[config.mk]
export PLATFORM = sky130hd
export DESIGN_NAME = singles_merger
export DESIGN_NICKNAME = d
export VERILOG_FILES = /design/src/rtl/singles_merger.sv
export SDC_FILE = /design/constraint.sdc
export NUM_CORES = 1
export LEC_CHECK = 0
export BUFFER_PORTS_ARGS = -buffer_cell sky130_fd_sc_hd__buf_2
export CAP_MARGIN = 30
export CORE_AREA = 2 2 271 273
export DETAILED_ROUTE_END_ITERATION = 8
export DIE_AREA = 0 0 273 275
export PLACE_DENSITY = 0.33
export SKIP_LAST_GASP = 1
export SLEW_MARGIN = 20
export SYNTH_ARGS = -nofsm -noshare
export SYNTH_HDL_FRONTEND = slang
export SYNTH_SLANG_ARGS = --single-unit
[constraint.sdc]
create_clock -name clk -period 3.8 [get_ports clk]
set_clock_uncertainty 0.15 [all_clocks]
set_input_delay 0.19 -clock clk [delete_from_list [all_inputs] [get_ports clk]]
set_output_delay 0.19 -clock clk [all_outputs]
set_load 0.02 [all_outputs]
[src/rtl/singles_merger.sv]
// Round-robin merger of per-block single-event streams into one output word stream,
// with time-tag words inserted after each period_done once no block is stalling.
module singles_merger #(
  parameter int unsigned NBLOCKS   = 4,
  parameter int unsigned DATA_BITS = 128,
  parameter int unsigned TT_BITS   = 48
) (
  input  logic                         clk,
  input  logic                         rst,
  input  logic [NBLOCKS-1:0]           in_valid,
  output logic [NBLOCKS-1:0]           in_ready,
  input  logic [NBLOCKS*DATA_BITS-1:0] in_data,
  input  logic [NBLOCKS-1:0]           in_stall,
  input  logic                         period_done,
  output logic                         out_valid,
  input  logic                         out_ready,
  output logic [DATA_BITS-1:0]         out_data,
  output logic                         tt_overrun,
  output logic [31:0]                  n_merged
);

  localparam int unsigned PtrW = (NBLOCKS > 1) ? $clog2(NBLOCKS) : 1;
  localparam int unsigned PadW = DATA_BITS - 6 - TT_BITS;
  localparam logic [PtrW-1:0]    PtrRst = PtrW'(NBLOCKS - 1);
  localparam logic [TT_BITS-1:0] TtOne  = TT_BITS'(1);

  logic                 out_valid_q, out_valid_d;
  logic [DATA_BITS-1:0] out_data_q, out_data_d;
  logic [PtrW-1:0]      ptr_q, ptr_d;
  logic [TT_BITS-1:0]   tt_count_q, tt_count_d;
  logic [TT_BITS-1:0]   tag_value_q, tag_value_d;
  logic                 tt_pending_q, tt_pending_d;
  logic                 tt_overrun_q, tt_overrun_d;
  logic [31:0]          n_merged_q, n_merged_d;

  logic            free;
  logic            tag_load;
  logic            single_load;
  logic            found;
  logic [PtrW-1:0] gnt_idx;
  logic [PtrW-1:0] cand;

  // First valid block strictly after the last granted one, wrapping modulo NBLOCKS.
  always_comb begin
    found   = 1'b0;
    gnt_idx = '0;
    cand    = '0;
    for (int i = 1; i <= int'(NBLOCKS); i++) begin
      cand = PtrW'((int'(ptr_q) + i) % int'(NBLOCKS));
      if (!found && in_valid[cand]) begin
        found   = 1'b1;
        gnt_idx = cand;
      end
    end
  end

  assign free        = ~out_valid_q | out_ready;
  assign tag_load    = free & tt_pending_q & ~(|in_stall);
  assign single_load = free & ~tag_load & found;

  always_comb begin
    out_valid_d  = out_valid_q;
    out_data_d   = out_data_q;
    ptr_d        = ptr_q;
    tt_count_d   = tt_count_q;
    tag_value_d  = tag_value_q;
    tt_pending_d = tt_pending_q;
    tt_overrun_d = tt_overrun_q;
    n_merged_d   = n_merged_q;
    in_ready     = '0;

    if (tag_load) begin
      out_valid_d = 1'b1;
      out_data_d  = {5'b11111, 1'b0, {PadW{1'b0}}, tag_value_q};
    end else if (single_load) begin
      out_valid_d       = 1'b1;
      out_data_d        = in_data[DATA_BITS*gnt_idx +: DATA_BITS];
      ptr_d             = gnt_idx;
      n_merged_d        = n_merged_q + 32'd1;
      in_ready[gnt_idx] = ~rst;
    end else if (free) begin
      out_valid_d = 1'b0;
    end

    // A pulse coinciding with a tag load re-arms the tag without counting as an overrun.
    if (period_done) begin
      tt_count_d   = tt_count_q + TtOne;
      tag_value_d  = tt_count_q + TtOne;
      tt_pending_d = 1'b1;
      if (tt_pending_q && !tag_load) begin
        tt_overrun_d = 1'b1;
      end
    end else if (tag_load) begin
      tt_pending_d = 1'b0;
    end
  end

  always_ff @(posedge clk) begin
    if (rst) begin
      out_valid_q  <= 1'b0;
      out_data_q   <= '0;
      ptr_q        <= PtrRst;
      tt_count_q   <= '0;
      tag_value_q  <= '0;
      tt_pending_q <= 1'b0;
      tt_overrun_q <= 1'b0;
      n_merged_q   <= '0;
    end else begin
      out_valid_q  <= out_valid_d;
      out_data_q   <= out_data_d;
      ptr_q        <= ptr_d;
      tt_count_q   <= tt_count_d;
      tag_value_q  <= tag_value_d;
      tt_pending_q <= tt_pending_d;
      tt_overrun_q <= tt_overrun_d;
      n_merged_q   <= n_merged_d;
    end
  end

  assign out_valid  = out_valid_q;
  assign out_data   = out_data_q;
  assign tt_overrun = tt_overrun_q;
  assign n_merged   = n_merged_q;

endmodule
== Word-level counts from Yosys, hierarchy flattened ==
Cells that the tools add are included.

* Bits in registers: 213
* Bits in latches: 0
* Bits in writable memories: 0
* Memory bits (read-only): 0
* Bits of input ports: 524
* Output and inout port bits: 166
* Word-level logic and storage cells: 74
* Memories kept: 0

* Add/sub/neg operators: 6
* $mul: 0
* Div/mod/pow operators: 0
* $lt $le $gt $ge: 6
* Equality and inequality tests: 0
* Shift operators: 1
* Mux-type cells: 27
* Bitwise operators: 10
* Reduce and logical (&&, ||, !) cells: 16

{| class="wikitable"
|+ Operators with widths
! operator !! number
|-
| $shiftx A512 B10 Y128 || 1
|-
| $mux W128 || 2
|-
| $add A48 B1 Y48 const B || 1
|-
| $add A32 B1 Y32 const B || 1
|-
| $lt A2 B3 Y1 const B || 5
|-
| $mux W1 || 14
|-
| $bmux W1 S2 || 4
|-
| $mux W2 || 4
|-
| $mux W4 || 2
|-
| $logic_and A1 B1 Y1 || 5
|-
| $add A2 B1 Y2 const B || 2
|-
| $add A2 B2 Y2 const B || 2
|-
| $and A1 B1 Y1 || 4
|-
| $and A4 B4 Y4 || 1
|-
| $logic_not A1 Y1 || 4
|-
| $not A1 Y1 || 4
|-
| $reduce_and A2 Y1 || 2
|-
| $reduce_bool A2 Y1 || 2
|-
| $reduce_or A4 Y1 || 1
|-
| $reduce_bool A3 Y1 || 1
|-
| $demux W1 S2 || 1
|-
| $ge A2 B1 Y1 const B || 1
|-
| $reduce_or A2 Y1 || 1
|-
| $or A1 B1 Y1 || 1
|}

== Depth between registers and ports, before layout ==
Gate-level depths: netlist of the first run.

* Depth after elaboration: 20
* Mapped depth: 8
* Gate-level depth less buffers: 5

== Least setup slack after synthesis of the first run ==
Ideal clock, no wire load.

* Kind: flip-flop to flip-flop
* Start point: reg tag_value_q[16] (netlist name)
* End point: reg tag_value_q[43]
* Library setup time: 0.070 ns
* Arrival: 2.212 ns
* Required time: 3.580 ns
* Path slack: 1.368 ns
* Cell stages (with the launch flop): 7
* Path buffers: 1
* Clock period less this slack: 2.432 ns
* Path through: dfxtp_1 > nand4_2 > or4_4 > buf_6 > or4_4 > or3_1 > a21oi_1

{| class="wikitable"
|+ RTL lines
! item !! RTL line !! source
|-
| end signal, assigned || 113 || <nowiki>tag_value_q <= tag_value_d;</nowiki>
|-
| end, declared || 31 || <nowiki>logic [TT_BITS-1:0] tag_value_q, tag_value_d;</nowiki>
|}

== Worst setup path in the final report of the first run ==
* Start point: reg ptr_q[0]
* End point: reg out_data_q[125] (netlist: out_data[125])

* Longest elaborated chain between the ends: 16
* Elaborated cells on any way between the ends: 31
* Those cells by class: add/sub: 4; shift: 1; mux: 18; bitwise: 1; reduce/logical: 7

{| class="wikitable"
|+ RTL lines
! item !! RTL line !! source
|-
| start, declared || 29 || <nowiki>logic [PtrW-1:0] ptr_q, ptr_d;</nowiki>
|-
| start signal, assigned || 102 || <nowiki>ptr_q <= PtrRst;</nowiki>
|-
| start signal, assigned || 111 || <nowiki>ptr_q <= ptr_d;</nowiki>
|-
| $add A2 B1 Y2 || 49 || <nowiki>cand = PtrW'((int'(ptr_q) + i) % int'(NBLOCKS));</nowiki>
|-
| $bmux W1 S2 || 50 || <nowiki>if (!found && in_valid[cand]) begin</nowiki>
|-
| $mux W1 (implied by the code) || 50 ||
|-
| $mux W1 || 50 ||
|-
| $logic_not A1 Y1 || 50 ||
|-
| $logic_and A1 B1 Y1 || 50 ||
|-
| $mux W1 || 50 ||
|-
| $logic_not A1 Y1 || 50 ||
|-
| $logic_and A1 B1 Y1 || 50 ||
|-
| $mux W1 || 50 ||
|-
| $logic_not A1 Y1 || 50 ||
|-
| $logic_and A1 B1 Y1 || 50 ||
|-
| $mux W2 || 50 ||
|-
| $shiftx A512 B10 Y128 || 77 || <nowiki>out_data_d = in_data[DATA_BITS*gnt_idx +: DATA_BITS];</nowiki>
|-
| $mux W128 || 75 || <nowiki>end else if (single_load) begin</nowiki>
|-
| $mux W128 || 72 || <nowiki>if (tag_load) begin</nowiki>
|-
| end signal, assigned || 110 || <nowiki>out_data_q <= out_data_d;</nowiki>
|-
| end, declared || 28 || <nowiki>logic [DATA_BITS-1:0] out_data_q, out_data_d;</nowiki>
|}

Several ways; a longest one is shown, not always the timed one. The select of a mux whose other input is x is not followed.
A chain may end at the register's enable or synchronous reset.

==> results of run 1 <==
[critical path, stage by stage (launching register included)]
cell	delay [ps]
dfxtp_1	320
nor2b_1	210
o221a_4	480
buf_12	270
buf_4	280
mux2i_1	120
dlygate4sd3_1	570
mux2_2	260
dlygate4sd3_1	550
a211oi_1	210
[area by class of cell]
type / count / area [sq um] / area share [%]
tap: 959 / 1200 / 5.60
sequential: 213 / 4260 / 19.9
inverter: 19 / 71.3 / 0.333
multi-input combinational: 977 / 7110 / 33.2
timing repair buffer: 1119 / 7780 / 36.4
clock buffer: 48 / 908 / 4.24
clock inverter: 5 / 63.8 / 0.298
antenna: 4 / 10.0 / 0.0467
[logic make-up after synthesis]
logic type | after synthesis
AND/OR/NAND/NOR | 337
AO/OA/AOI/OAI | 328
buffers and inverters | 130
flip-flops | 213
adder cells (fa/ha/maj) | 2
multiplexers | 260
XOR/XNOR | 50
[repair_timing]
item	4_1_cts	5_1_grt
resized for setup	0	0
hold endpoints to repair	136	0
hold buffers	387	0
[cells in the mapped netlist, drive strengths merged (3+ instances only)]
cell / count
or4: 6
dfxtp: 213
and2: 6
a21oi: 32
xnor2: 30
nand2: 77
nor3: 14
xor2: 20
clkbuf: 95
and4: 6
a2bb2oi: 75
a21o: 49
buf: 16
nor2: 69
nand4: 23
o221ai: 51
or3: 27
inv: 19
mux2i: 257
nand2b: 4
o21ai: 105
nor4: 13
o31ai: 4
or2: 7
nor2b: 3
nand3: 71
mux2: 3
a211oi: 4
and3: 6
[layer usage]
metal,vias up,wire length [um]
li1,7006,-
met1,6792,28400
met2,396,31300
met3,70,3180
met4,2,1450
met5,-,7
[worst min path at each step]
stage,start,endpoint,slack [ps],depth (start not counted)
4_1_cts,in_data[127],out_data[127],20,4
3_5_place_dp,out_data[108],out_data[108],300,2
2_1_floorplan,in_data[228],out_data[100],220,2
3_3_place_gp,out_data[68],out_data[68],300,2
6_report,rst,tt_pending_q,50,3
5_1_grt,in_data[127],out_data[127],60,4
[power by group]
| part | leakage (nW) | internal (mW) | switching, mW |
|---|---|---|---|
| clock | 0.474 | 1.69 | 1.15 |
| sequential | 1.75 | 2.45 | 0.129 |
| combinational | 7.54 | 1.42 | 1.29 |
[through the flow]
step / util (%) / setup WS (ps) / cells
2_1_floorplan: - / 1370 / 1320
3_3_place_gp: 22.9 / 953 / 2899
3_5_place_dp: 22.9 / 931 / 2900
4_1_cts: 29.6 / 235 / 3340
5_1_grt: 29.6 / 119 / 3343
6_report: 29.6 / 283 / 3344
[cell usage in the layout (no fill, tap or decap), types with 13 or more instances in the layout]
master         instances
o221ai_1              51
inv_1                 19
nand4_1               22
nor3_1                13
a2bb2oi_1             75
dfxtp_1              213
a21oi_1               32
xnor2_1               30
mux2i_1              257
buf_4                 33
nand2_1               74
buf_2                688
xor2_1                20
nor2_1                69
o21ai_0              105
clkbuf_16             30
a21o_1                49
dlygate4sd3_1        387
or3_1                 27
nand3_1               70
[registers in the layout, summed over array words and instances (netlist names)]
register / count
out_data: 128
tag_value_q: 48
n_merged: 32
ptr_q: 2
out_valid: 1
tt_overrun: 1
tt_pending_q: 1
==> results_dict.tcl, run 1 <==
set metrics [dict create \
    synth_simple_gate_area_share_pct 14.3 \
    vdd_drop_max_v 0.000255 \
    synthToLayoutAreaGrowth_pct 81.3 \
    status "complete, no violations" \
    ys_ff_latch 213 \
    gr-usage-met1_pct 20.5 \
    synthMuxAreaShare_pct 22.1 \
    cts_sinks 213 \
    p_leak_nw 9.76 \
    hold_viol 0 \
    drive_gt1_share_pct 33.7 \
    clk_pin_slew_ps 60 \
    synth_fa_ha_area_share_pct 0.212 \
    grt_pass1_vias 14500 \
    cts_setup_buffers 0 \
    antenna_found_initial 10 \
    cp-start-kind "flip-flop" \
    critical_path_class "reg -> reg" \
    num_rows 99 \
    syn-num-nets 1846 \
    grt_pass1_wl_mm 92.2 \
    slew_violations 0 \
    synth_edf_count 0 \
    ant_nets 0 \
    clk_latency_ps 590 \
    ys_seq_area_share_pct 36.1 \
    grt_start_max_net_pins 141 \
    stdcell_area_sq_mm 0.0214 \
    ff2ff_path_depth 9 \
    yosysWarnings 0 \
    fin_crit_sh_pct 92.6 \
    ys.flop_type "dfxtp_1" \
    grt-busiest-layer "met2" \
    synth_xor_area_share_pct 3.71 \
    place_area_sq_mm 0.0166 \
    numPortBuffers 689 \
    grt_usage_pct 16.1 \
    drt-initial-drc-count 482 \
    r2r_end "out_data[125]" \
    r2r_start "ptr_q[0]" \
    clk_path_buf_depth 3 \
    io_pins 690 \
    ys_top_cells_by_area "dfxtp_1, mux2i_1, a2bb2oi_1" \
    die_h_um 275 \
    nets 2886 \
    yosys.area.top_type "dfxtp_1" \
    drt_first_pass_iters 5 \
    htree_levels 1 \
    cts-buffers-inserted 30 \
    start_util_pct 16.3 \
    setup-tns-final_ps 0 \
    regToRegSetupSlack_ps 280 \
    crit_path_end_kind "flip-flop" \
    die_w_um 273 \
    met2_usage_pct 28.3 \
    cp-endpoint "out_data[125]" \
    tightest_slew_ps 929 \
    min_path_type "in -> reg" \
    core_sq_mm 0.0723 \
    setup_viol 0 \
    grt_setup_unrepaired "no" \
    hpwl_mm 48.1 \
    gp_congestion 0.962 \
    cts_root_buf "clkbuf_16" \
    grt_remaining_overflow 0 \
    cp_max_fo 29 \
    routedWlPerCell_um 19.2 \
    p_per_area_mw_per_mm2 379 \
    cts_tree "done" \
    fin_crit_ps 3520 \
    ys_async_sr_fraction_pct 0 \
    startpoint "ptr_q[0]" \
    synth_top_family_by_area "multiplexers" \
    postSynthAreaPerCell_sq_um 8.95 \
    synth-compound-area-share_pct 19.4 \
    worst_hold_slack_ps 54.8 \
    routed_wl_mm 64.4 \
    nFillCells 7901 \
    relSlewSlack_pct 38.1 \
    yosysUniqueCellTypes 45 \
    fmax_ghz 0.284 \
    syn_inst 1320 \
    dieArea_sq_mm 0.0751 \
    grt_util_met3_pct 2.55 \
    drv_cap 0 \
    drc_errors 0 \
    total_power_mw 8.12 \
    yosysTopAreaCellShare_pct 36.1 \
    cp.required_ps 4160 \
    syn_area_sq_mm 0.0118 \
    routed_via_density 4.27 \
    arrival_ps 3870 \
    num_vias 14300 \
]
No activity file was read; power rests on OpenSTA's default activity.
==> run 2, diff against run 1 <==
--- a/config.mk
+++ b/config.mk
@@ -8,9 +8,11 @@
 export BUFFER_PORTS_ARGS = -buffer_cell sky130_fd_sc_hd__buf_2
 export CAP_MARGIN = 30
 export CORE_AREA = 2 2 271 273
+export CTS_CLUSTER_DIAMETER = 40
 export DETAILED_ROUTE_END_ITERATION = 8
 export DIE_AREA = 0 0 273 275
 export PLACE_DENSITY = 0.33
+export REMOVE_ABC_BUFFERS = 1
 export SKIP_LAST_GASP = 1
 export SLEW_MARGIN = 20
 export SYNTH_ARGS = -nofsm -noshare
==> results_dict.tcl, run 2 (synthesis gave the netlist of run 1 again) <==
set metrics [dict create \
    crit_path_end_kind "flip-flop" \
    mostFrequentLayoutCell "buf_2" \
    fin_crit_sh_pct 95.1 \
    grt_remaining_overflow 0 \
    stdcell_area_sq_mm 0.0226 \
    min_path_type "in -> reg" \
    cp-start-kind "flip-flop" \
    p_switching_mw 2.98 \
    drt_first_pass_iters 5 \
    fin_ws_ps 187 \
    fmax_ghz 0.277 \
    drive_gt1_share_pct 35.1 \
    place_area_sq_mm 0.0164 \
    ant_nets 0 \
    cts_root_buf "clkbuf_16" \
    hold_viol 1 \
    final_cell_mix "buf_2, dlygate4sd3_1, mux2i_1, dfxtp_1, o21ai_0" \
    cts-buffers-inserted 60 \
    routedWlPerCell_um 18.9 \
    pwr-share-seq_pct 23.8 \
    slew_violations 0 \
    clk_pin_slew_ps 40 \
    grt_setup_unrepaired "no" \
    netSwitchingFraction_pct 27.5 \
    setup_viol 0 \
    start_util_pct 16.3 \
    dpl.cell_count 2891 \
    hpwl_mm 48.5 \
    nFillCells 7808 \
    cp_slowest_stage_delay_ps 750 \
    cts_tree "done" \
    largest_reg_flops 128 \
    fin_crit_ps 3610 \
    clk_latency_ps 590 \
    cp.required_ps 4130 \
    drv_cap 0 \
    tightest_slew_ps 818 \
    grt_pass1_vias 14900 \
    vdd_drop_max_v 0.000345 \
    p_per_area_mw_per_mm2 480 \
    num_rows 99 \
    num_vias 14500 \
    status "finished with violations" \
    routed_wl_mm 64.3 \
    grt_usage_pct 16.3 \
    synthToLayoutAreaGrowth_pct 91.3 \
    cts_sinks 213 \
    p_comb_share_pct 24.7 \
    die_h_um 275 \
    drt-initial-drc-count 638 \
    grt_start_max_net_pins 76 \
    io_pins 690 \
    grt_pass1_wl_mm 93.0 \
    gp_congestion 0.980 \
    die_w_um 273 \
    nets 2909 \
    numPortBuffers 689 \
    instances_no_fill 3401 \
    crit_top_cell "dlygate4sd3_1" \
    htree_levels 2 \
    cp_slowest_cell "o221a_4" \
    cts_setup_buffers 0 \
    critical_path_class "reg -> reg" \
    routed_via_density 4.27 \
    intPower_mw 7.86 \
    dieArea_sq_mm 0.0751 \
    dp_slack_ps 721 \
    clk_path_buf_depth 3 \
    p_leak_nw 10.4 \
    cp_max_fo 33 \
    worst_hold_slack_ps -22.4 \
    drc_errors 0 \
    relSlewSlack_pct 45.3 \
    crit_path_cell_trace "nor2b_1, o221a_4, buf_4, mux2i_1, dlygate4sd3_1, a2bb2oi_1, o21ai_0, dlygate4sd3_1" \
    p_clk_share_pct 51.5 \
    violations "negative hold slack" \
    core_sq_mm 0.0723 \
    antenna_found_initial 9 \
    arrival_ps 3940 \
]
## run 2: final cells by class
class,count,area [sq um],share of cell area [%]
diodes,8,20.0,0.0886
clock buffers,81,1760,7.80
flip-flops and latches,213,4260,18.9
well taps,959,1200,5.31
inverters,19,71.3,0.316
repair buffers,1112,7710,34.1
multi-input cells,977,7090,31.4
clock inverters,32,475,2.10
## run 2: worst max-delay path: cells and delay by family, from the launching register on
family                 cells  cell delay, ps
buffers and inverters      3            1530
AO/OA/AOI/OAI              3             970
multiplexers               1             210
AND/OR/NAND/NOR            1             250
flip-flops                 1             320
## run 2: path summary, 6_finish.rpt
check	startpoint	to	slack (ps)	cells after the start
setup / recovery	ptr_q[0]	out_data[68]	190	8
hold / removal	in_data[130]	out_data[2]	-20	3
setup reg to reg	ptr_q[0]	out_data[68]	190	8
hold reg to reg	tt_overrun	tt_overrun	320	2
## run 2: power by group through the flow
stage               clock (mW)  sequential, mW  combinational, mW
global route              5.82            2.61               2.87
CTS                       5.72            2.58               2.70
floorplan                    0            2.86              0.956
detailed placement           0            2.62               2.07
global placement             0            2.62               2.07
finish                    5.58            2.58               2.68
## run 2: timing repair
item,CTS,global route
endpoints found under the hold margin,136,0
hold buffers,388,0
resized for setup,0,0
## run 2: per-layer routing
layer | global-route usage, % | part of all wire [%] | vias up
met4 | 5.26 | 2.0 | 0
met1 | 20.7 | 44 | 6945
met2 | 27.1 | 48 | 403
met5 | 0 | 0 | -
met3 | 4.10 | 6.6 | 86
li1 | - | - | 7084
## run 2: stage by stage
stage | util (%) | power [mW] | setup TNS [ps]
floorplan | - | 3.82 | -250200
global placement | 22.7 | 4.68 | 0
detailed placement | 22.7 | 4.69 | 0
CTS | 31.2 | 11.0 | 0
global route | 31.2 | 11.3 | 0
finish | 31.2 | 10.8 | 0
